--- src/rtl/ser_pkg.sv ---
// Shared types and constants for the ser_ctrl parallel-in/serial-out sequencer.
package ser_pkg;

  typedef enum logic [1:0] {
    IDLE,
    SHIFT,
    FIN
  } state_t;

  localparam int W_MIN = 2;
  localparam int W_MAX = 32;

endpackage

--- src/rtl/dff.sv ---
// Plain single-bit D flip-flop with no reset; clearing is done by the D-side mux.
module dff (
  input  logic clk,
  input  logic d,
  output logic q
);

  always_ff @(posedge clk) begin
    q <= d;
  end

endmodule

--- src/rtl/shift_chain.sv ---
// Chain of W dff cells, each fed by a clear/load/shift/hold mux on its D input.
module shift_chain #(
  parameter int W         = 8,
  parameter bit LSB_FIRST = 1'b1
) (
  input  logic         clk,
  input  logic         clear,
  input  logic         load,
  input  logic         shift,
  input  logic [W-1:0] data,
  output logic         out_bit
);

  logic [W-1:0] q;
  logic [W-1:0] d;
  logic [W-1:0] shifted;

  // Bits move toward whichever end feeds the serial output; the far end fills with 0.
  assign shifted = LSB_FIRST ? {1'b0, q[W-1:1]} : {q[W-2:0], 1'b0};

  always_comb begin
    if (clear) begin
      d = '0;
    end else if (load) begin
      d = data;
    end else if (shift) begin
      d = shifted;
    end else begin
      d = q;
    end
  end

  for (genvar i = 0; i < W; i++) begin : g_cell
    dff u_dff (
      .clk (clk),
      .d   (d[i]),
      .q   (q[i])
    );
  end

  assign out_bit = LSB_FIRST ? q[0] : q[W-1];

endmodule

--- src/rtl/ser_ctrl.sv ---
// Sequencer: accepts a word on the load handshake, then streams it bit by bit on the serial handshake.
module ser_ctrl
  import ser_pkg::*;
#(
  parameter int W         = 8,
  parameter bit LSB_FIRST = 1'b1
) (
  input  logic         C,
  input  logic         R,
  input  logic [W-1:0] LD_DATA,
  input  logic         LD_VALID,
  output logic         LD_READY,
  output logic         SO,
  output logic         SO_VALID,
  input  logic         SO_READY,
  output logic         BUSY,
  output logic         DONE
);

  localparam int CW = $clog2(W);
  localparam logic [CW-1:0] LAST = CW'(W - 1);

  state_t        state;
  state_t        state_next;
  logic [CW-1:0] cnt;
  logic          do_load;
  logic          do_shift;
  logic          chain_out;

  always_ff @(posedge C) begin
    if (R) begin
      state <= IDLE;
    end else begin
      state <= state_next;
    end
  end

  always_comb begin
    state_next = state;
    do_load    = 1'b0;
    do_shift   = 1'b0;
    case (state)
      IDLE: begin
        if (LD_VALID) begin
          do_load    = 1'b1;
          state_next = SHIFT;
        end
      end
      SHIFT: begin
        if (SO_READY) begin
          do_shift = 1'b1;
          if (cnt == LAST) begin
            state_next = FIN;
          end
        end
      end
      FIN:     state_next = IDLE;
      default: state_next = IDLE;
    endcase
  end

  // The counter parks at LAST on the final shift so it only returns to 0 through a reload.
  always_ff @(posedge C) begin
    if (R || do_load) begin
      cnt <= '0;
    end else if (do_shift && cnt != LAST) begin
      cnt <= cnt + 1'b1;
    end
  end

  shift_chain #(
    .W         (W),
    .LSB_FIRST (LSB_FIRST)
  ) u_chain (
    .clk     (C),
    .clear   (R),
    .load    (do_load),
    .shift   (do_shift),
    .data    (LD_DATA),
    .out_bit (chain_out)
  );

  assign LD_READY = (state == IDLE);
  assign SO_VALID = (state == SHIFT);
  assign SO       = (state == SHIFT) & chain_out;
  assign BUSY     = (state != IDLE);
  assign DONE     = (state == FIN);

endmodule
--- config.mk ---
export PLATFORM = sky130hd
export DESIGN_NAME = ser_ctrl
export DESIGN_NICKNAME = d
export VERILOG_FILES = /design/src/rtl/ser_pkg.sv /design/src/rtl/dff.sv /design/src/rtl/shift_chain.sv /design/src/rtl/ser_ctrl.sv
export SDC_FILE = /design/constraint.sdc
export NUM_CORES = 1
export LEC_CHECK = 0
export CORE_UTILIZATION = 25
export CTS_CLUSTER_DIAMETER = 120
export DETAILED_ROUTE_END_ITERATION = 8
export DONT_BUFFER_PORTS = 1
export PLACE_DENSITY = 0.46
export SETUP_SLACK_MARGIN = 0.02
export SLEW_MARGIN = 20
export SYNTH_ARGS = -nofsm -noshare
export SYNTH_HDL_FRONTEND = slang
export SYNTH_HIERARCHICAL = 1
export SYNTH_SLANG_ARGS = --single-unit
--- constraint.sdc ---
create_clock -name C -period 3.4 [get_ports C]
set_input_delay 0.68 -clock C [delete_from_list [all_inputs] [get_ports C]]
set_output_delay 0.68 -clock C [all_outputs]
set_load 0.02 [all_outputs]
==> summary by stage, run 1 <==
Cells and area
The area growth from synthesis to layout is 7.51%. The antenna diode count is 0. The proportion of layout cells with a drive suffix above 1 is 7.94%. In the final design database the tool counted 78 nets.

The final instance count without filler cells is 91. The final design instance area without fill is 663 um^2.

STA
In the finished design, the share of the clock period the worst path needs comes to 58.3%. Between clock sinks in the finished design, the worst skew comes to 0.000218 ns. Setup repair after global routing left no endpoint under its margin. The worst pin sits at a relative slew slack of 65.3%. Timing would allow up to 504 MHz. The actual transition at the worst max-transition pin is 0.519 ns. The count of final setup violators is 0.

Hold timing on the final database bottoms out at a slack of 0.467 ns. The number of max-slew violations in the final report was 0. The number of failing hold endpoints at the final stage was 0. The time the worst path needs with I/O delays and setup is 1.98 ns. Setup total negative slack on the finished layout was measured at 0 ns.

Synthesis
The synthesized netlist cell count is 61. The number of synthesized register bits is 13. The register area share after synthesis is 42.2%.

The largest family of logic cells by synthesized area is simple AND/OR/NAND/NOR gates. In the post-synthesis netlist, the cell with the most instances is sky130_fd_sc_hd__dfxtp_1. The most used flip-flop cell after synthesis is sky130_fd_sc_hd__dfxtp_1.

Of the post-synthesis cell area, the dominant cell type holds 42.2%. After synthesis the cells add up to 617 um^2. After Yosys synthesis, XOR and XNOR cells account for 1.42% of the synthesized area. Ranked by instance count, the synthesized netlist is headed by 13 x sky130_fd_sc_hd__dfxtp_1, 9 x sky130_fd_sc_hd__mux2i_1, 8 x sky130_fd_sc_hd__nor2b_1. During synthesis, Yosys emitted a total of 6 warnings. The share of synthesized flip-flops with an asynchronous set or reset is 0%. The synthesized netlist devotes 4.06% of its cell area to adder and majority cells. The synthesized design spends more area on one cell type than any other, namely sky130_fd_sc_hd__dfxtp_1. Summing the areas of all and, or, nand and nor instances in the mapped netlist gives 22.7% of the synthesized area. Multiplexer cells account for 14.6% of the synthesized area. By area the synthesized netlist is led by sky130_fd_sc_hd__dfxtp_1 42%, sky130_fd_sc_hd__mux2i_1 15%, sky130_fd_sc_hd__a211oi_1 8.5%. The number of nets in the synthesized netlist is 75. The mean cell area of the mapped netlist is 10.1 um^2. The distinct cell type count of the synthesized netlist is 21. The number of synthesized flops with an enable pin is 0. The compound-gate portion of the synthesized area is 11.4%.

Worst setup path
In this run the register-to-register setup slack is 1.71 ns. The worst reg2reg path startpoint is state[0]. The maximum fanout count along the critical path is 6. The stage delay of the slowest cell on the critical path is 0.41 ns. The signal on the critical path passes through nor2b_2, and2_1. STA puts the critical path data required time at 2.72 ns. The length in cells of the worst reg-to-reg path is 4.

Data on the critical path arrives at its endpoint at 1.30 ns. The setup path with the least slack is of type reg -> out. The endpoint identified for the worst register-to-register timing path is u_chain/g_cell[4].u_dff/q. The cell type of the slowest stage on the worst timing path is sky130_fd_sc_hd__dfxtp_1. The worst setup path is launched from a flop. STA classifies the critical path endpoint as a primary output.

Die
The initial core utilization is 27.1%. During I/O placement, the number of pins put on the boundary was 17. The floorplan step defined a core boundary enclosing 0.00228 mm^2. The site row count is 17. The floorplan step set the die height to 51.7 um.

The overall die width is 51.7 um. The floorplan step defined a die boundary enclosing 0.00267 mm^2.

Global route
The number of global-route vias before repair came to 411. For met1 alone, demand over resource in global routing was 9.75%. The first global-routing pass estimated 1740 um of wire.

The number of antenna violations at the first check in global routing is 0. The busiest layer in global routing is met2. The pin count of the biggest net entering global routing is 12. Global routing used 14.9% of the available met2 tracks. The global-route met3 utilization is 3.80%. For this run, the total global-route usage over all layers was measured as 9.31%. The total congestion overflow is 0.

Drt
The post-route DRC violation count is 0. For this run, the detailed router's first-pass iteration total came to 1. The per-cell via count in the routed design is 4.60.

For this block, the via count after detailed routing is 419. After the first detailed-routing iteration, the DRC count stood at 0. The detail-routed net length per standard cell is 11.7 um. The number of nets with antenna violations after detailed routing is 0. The aggregate routed wire length is 1070 um.

Clock network
Clock-pin slew was measured on the worst setup and hold paths at 0.08 ns. The quantity of hold-fixing buffers added after cts is 0. TritonCTS created 3 clock buffers. The clock root buffer master is sky130_fd_sc_hd__clkbuf_4.

The number of setup buffers added after CTS is 0. The number of gates given a new drive strength after cts is 0. In this run the number of H-tree levels came out at 1. The TritonCTS clock tree is yes.

The number of buffers on the longest clock path is 2. The clock insertion delay at the later pin of the skew report is 0.27 ns. The total clock sinks is 13.

Hold path
The hold path startpoint is R. Along the worst hold path, the cell count comes to 1. The hold-critical path endpoint is u_chain/g_cell[7].u_dff/q.

The path class of the tightest hold or removal check is in -> reg.

Placement
Buffers placed on the I/O ports in this run total 0. The final weighted congestion in routability-driven placement is 0.758. The estimated wirelength of the detail-placed design is 811 um. Counting tap cells, the placed design contains a total of 87 instances.

After detailed placement, the total cell area comes to 637 um^2.

Flow run
The tool flagged a number of max-cap violations equal to 0.

Run status
The run finished with clean final reports.

Power and ir drop
The power per unit of standard cell area is 445 mW/mm^2. The static leakage power is 0.248 nW. The power consumption is 0.295 mW. The peak supply drop is 0.201 mV.
==> power by group <==
group | total, mW | leakage (nW) | internal [mW] | switching (mW)
Clock | 0.0945 | 0.0150 | 0.0454 | 0.0491
Combinational | 0.0343 | 0.126 | 0.0157 | 0.0186
Sequential | 0.166 | 0.107 | 0.161 | 0.00517
Total | 0.295 | 0.248 | 0.222 | 0.0729
==> worst max-delay path by stage <==
| stage | start | to | slack, ns | cells after the start |
|---|---|---|---|---|
| 2_1_floorplan | state[0] | SO | 1.78 | 2 |
| 3_3_place_gp | state[0] | u_chain/g_cell[6].u_dff/q | 1.69 | 4 |
| 3_5_place_dp | state[0] | u_chain/g_cell[4].u_dff/q | 1.69 | 4 |
| 4_1_cts | state[0] | SO | 1.38 | 2 |
| 5_1_grt | state[0] | SO | 1.33 | 2 |
| 6_report | state[0] | SO | 1.42 | 2 |
==> logic make-up (layout without fill, tap and decap cells) <==
logic type      after synthesis  after routing
flops                        13             13
fa+ha+maj                     2              2
compound gates               10             10
xor+xnor                      1              1
simple gates                 22             22
mux                           9              9
buf+inv                       4              6
==> layout make-up <==
| cell class | instances | area [um^2] |
|---|---|---|
| fillers | 249 | 1610 |
| multi-input cells | 44 | 334 |
| flip-flops and latches | 13 | 260 |
| well taps | 28 | 35.0 |
| clock buffers | 4 | 26.3 |
| inverters | 2 | 7.51 |
==> routing by layer <==
metal / wire [um] / share of wire [%] / vias up
met4: 14 / 1.3 / 0
met2: 498 / 47 / 6
met1: 487 / 46 / 193
li1: - / - / 218
met3: 66 / 6.2 / 2
met5: 0 / 0 / -
==> worst max-delay path, delay by kind of cell (launching register included) <==
kind          cells  cell delay (ns)
flops             1             0.41
simple gates      2             0.62
==> sequential cells by signal, summed over array words and instances, names as in the netlist <==
register,cells
u_chain/g_cell.u_dff/q,8
cnt,3
state,2
==> placed cells by master, fill, tap and decap left out, types with 2 or more instances in the layout <==
cell type / Yosys / layout
sky130_fd_sc_hd__a211oi_1: 7 / 7
sky130_fd_sc_hd__and2_1: 3 / 3
sky130_fd_sc_hd__clkbuf_4: 0 / 3
sky130_fd_sc_hd__dfxtp_1: 13 / 13
sky130_fd_sc_hd__ha_1: 2 / 2
sky130_fd_sc_hd__inv_1: 2 / 2
sky130_fd_sc_hd__mux2i_1: 9 / 9
sky130_fd_sc_hd__nor2_1: 4 / 4
sky130_fd_sc_hd__nor2b_1: 8 / 8
==> per-stage QoR <==
stage / util (%) / setup WS [ns]
after floorplan: - / 1.78
after global placement: 28.0 / 1.69
after detailed placement: 28.0 / 1.69
after CTS: 29.1 / 1.38
after global routing: 29.1 / 1.33
final: 29.1 / 1.42
(Power assumes the default switching activity.)
==> inputs of run 2 (changes only) <==
--- a/config.mk
+++ b/config.mk
@@ -9,7 +9,7 @@
 export CTS_CLUSTER_DIAMETER = 120
 export DETAILED_ROUTE_END_ITERATION = 8
 export DONT_BUFFER_PORTS = 1
-export PLACE_DENSITY = 0.46
+export PLACE_DENSITY = 0.48
 export SETUP_SLACK_MARGIN = 0.02
 export SLEW_MARGIN = 20
 export SYNTH_ARGS = -nofsm -noshare
==> constraint.sdc (replaced) <==
create_clock -name C -period 1.65 [get_ports C]
set_input_delay 0.33 -clock C [delete_from_list [all_inputs] [get_ports C]]
set_output_delay 0.33 -clock C [all_outputs]
set_load 0.02 [all_outputs]
==> summary by stage, run 2 (synthesis gave the netlist of run 1 again) <==
Cells and area
The core occupancy in the finished layout came to 30.2% (+1.1 points). The register containing the most flip-flops in the final layout is u_chain/g_cell.u_dff/q. The proportion of layout cells with a drive suffix above 1 is 15.2% (+7.2 points). The number of flip-flops in the largest register is 8 (unchanged). The number of nets in the finished design is 81 (+3.8%). The fill cell total of the finished layout is 237 (-4.8%). The antenna diode count is 0 (unchanged). Leaving out fill and tap cells, the most frequent cell in the layout is sky130_fd_sc_hd__dfxtp_1. Leaving out fill and tap cells, the most frequent cells in the layout are 12 x sky130_fd_sc_hd__dfxtp_1, 9 x sky130_fd_sc_hd__mux2i_1, 8 x sky130_fd_sc_hd__nor2b_1. The final design instance area without fill was 688 um^2 (+3.8%). In the final layout, the registers with the most flip-flops are u_chain/g_cell.u_dff/q x8, cnt x3, state x2. Compared with the post-synthesis result, the final layout area differs by 11.6%.

STA
The actual transition at the worst max-transition pin is 0.395 ns (-0.124 ns). The time the worst path needs with I/O delays and setup is 1.50 ns. Setup repair after global routing left no endpoint under its margin. The number of failing hold endpoints at the final stage is 0 (unchanged). The post-route clock skew came to 0.00545 ns (+0.00524 ns).

The count of final setup violators is 0 (unchanged). The total negative setup slack is 0 ns (unchanged). The number of max-slew violations in the final report is 0 (unchanged).

The share of the cycle needed by the critical path after routing is 90.9%. The highest achievable clock rate is 667 MHz. The tightest slew margin relative to the limit is 73.6% (+8.4 points).

Global route
The number of global-route vias before repair is 407 (-0.97%). The number of antenna violations at the first check in global routing came to 0 (unchanged). The overall fraction of global-route tracks in use came to 9.44% (+0.12 points). The pin count of the biggest net entering global routing is 12 (unchanged).

The total congestion overflow is 0 (unchanged). The wire length of the first global-routing pass is 1750 um (+0.81%).

Drt
The initial detailed-routing violation count is 7 (+7). The aggregate routed wire length is 1130 um (+5.4%). The per-cell via count in the routed design is 4.62 (+0.27%). The number of nets with antenna violations after detailed routing was 0 (unchanged). The total via count after detailed routing is 434 (+3.6%).

The post-route DRC violation count is 0 (unchanged). The number of detailed-route iterations in the first pass is 4 (+3). The detail-routed net length per standard cell is 12.0 um (+2.1%).

Die
The area of the placeable core was 0.00228 mm^2 (unchanged). The overall die width was 51.7 um (unchanged). The initial core utilization was 27.1% (unchanged). The site row count is 17 (unchanged). The top-level port count is 17 (unchanged). The height of the die is 51.7 um (unchanged). The floorplan die area is 0.00267 mm^2 (unchanged).

Hold path
The min-delay analysis places its worst path in the category in -> reg.

Worst setup path
The critical path in this run is classified as reg -> out. The maximum fanout count along the critical path is 6 (unchanged). The worst path required time was 1.32 ns (-1.40 ns). The critical path capture point type is a primary output. STA classifies the critical path startpoint as a flop. The worst endpoint data arrival time is 1.17 ns (-0.13 ns).

Placement
The estimated wirelength of the detail-placed design is 829 um (+2.3%). The placed cell area came to 659 um^2 (+3.5%). The final weighted congestion in routability-driven placement was 0.692 (-8.7%). The count of input and output buffers is 0 (unchanged).

Clock network
The CTS H-tree depth is 1 (unchanged). The TritonCTS clock tree is yes. The number of buffers on the longest clock path was 2 (unchanged). The total clock sinks is 13 (unchanged). The number of setup buffers added after CTS is 0 (unchanged).

The number of buffers added by the clock tree synthesis step was 3 (unchanged). The clock transition at the registers of the reported paths came to 0.08 ns (about the same). The clock root buffer master is sky130_fd_sc_hd__clkbuf_4. The clock insertion delay at the later pin of the skew report was 0.28 ns (about the same).

Power and ir drop
The static leakage power is 0.264 nW (+6.4%). The power consumption was 0.620 mW (+110%). The power per unit of standard cell area came to 900 mW/mm^2 (+100%).

The peak supply drop is 0.308 mV (+53%).

Run status
The run finished with clean final reports.

Flow run
The number of maximum-capacitance violations is 0 (unchanged).
run 2: cell type report:
| cell class | instances | area, um^2 | area share (%) |
|---|---|---|---|
| Clock buffer | 4 | 26.3 | 3.82 |
| Inverter | 2 | 7.51 | 1.09 |
| Timing Repair Buffer | 3 | 22.5 | 3.27 |
| Multi-Input combinational cell | 44 | 335 | 48.7 |
| Tap cell | 28 | 35.0 | 5.09 |
| Sequential cell | 13 | 262 | 38.0 |
run 2: report_power, final:
part           internal, mW  total (mW)  leakage [nW]  switching, mW
Sequential            0.333       0.343         0.107         0.0105
Clock                0.0937       0.199        0.0150          0.105
Combinational        0.0381      0.0773         0.142         0.0393
run 2: path summary, 6_finish.rpt:
kind	from	endpoint	slack, ns	cells after the start
max	state[0]	SO	0.15	3
min	R	state[0]	0.11	1
max reg2reg	cnt[0]	cnt[2]	0.20	5
min reg2reg	state[1]	state[0]	0.50	1
run 2: critical path, cell delays in order (launching register included):
cell and delay, ns:
sky130_fd_sc_hd__dfxtp_2 0.35, sky130_fd_sc_hd__nor2b_2 0.15, sky130_fd_sc_hd__buf_4 0.16, sky130_fd_sc_hd__and2_2 0.23
run 2: per-stage QoR:
stage | hold WS [ns] | setup slack (ns) | std cells
3_3_place_gp | 0.402 | 0.229 | 90
3_5_place_dp | 0.403 | 0.222 | 90
5_1_grt | 0.0928 | 0.0733 | 94
2_1_floorplan | 0.407 | 0.250 | 61
6_report | 0.109 | 0.151 | 94
4_1_cts | 0.0990 | 0.0391 | 94
run 2: per-layer routing:
| metal | vias to the layer above | wire length, um | global-route usage, % | part of all wire (%) |
|---|---|---|---|---|
| met3 | 2 | 30 | 2.63 | 2.7 |
| met2 | 7 | 548 | 14.7 | 49 |
| met5 | - | 0 | 0 | 0 |
| met1 | 200 | 529 | 10.5 | 47 |
| met4 | 0 | 17 | 8.11 | 1.5 |
| li1 | 225 | - | - | - |
run 2: timing repair:
item	4_1_cts	5_1_grt
hold buffers	0	0
resized for setup	0	2
endpoints found under the setup margin	0	1
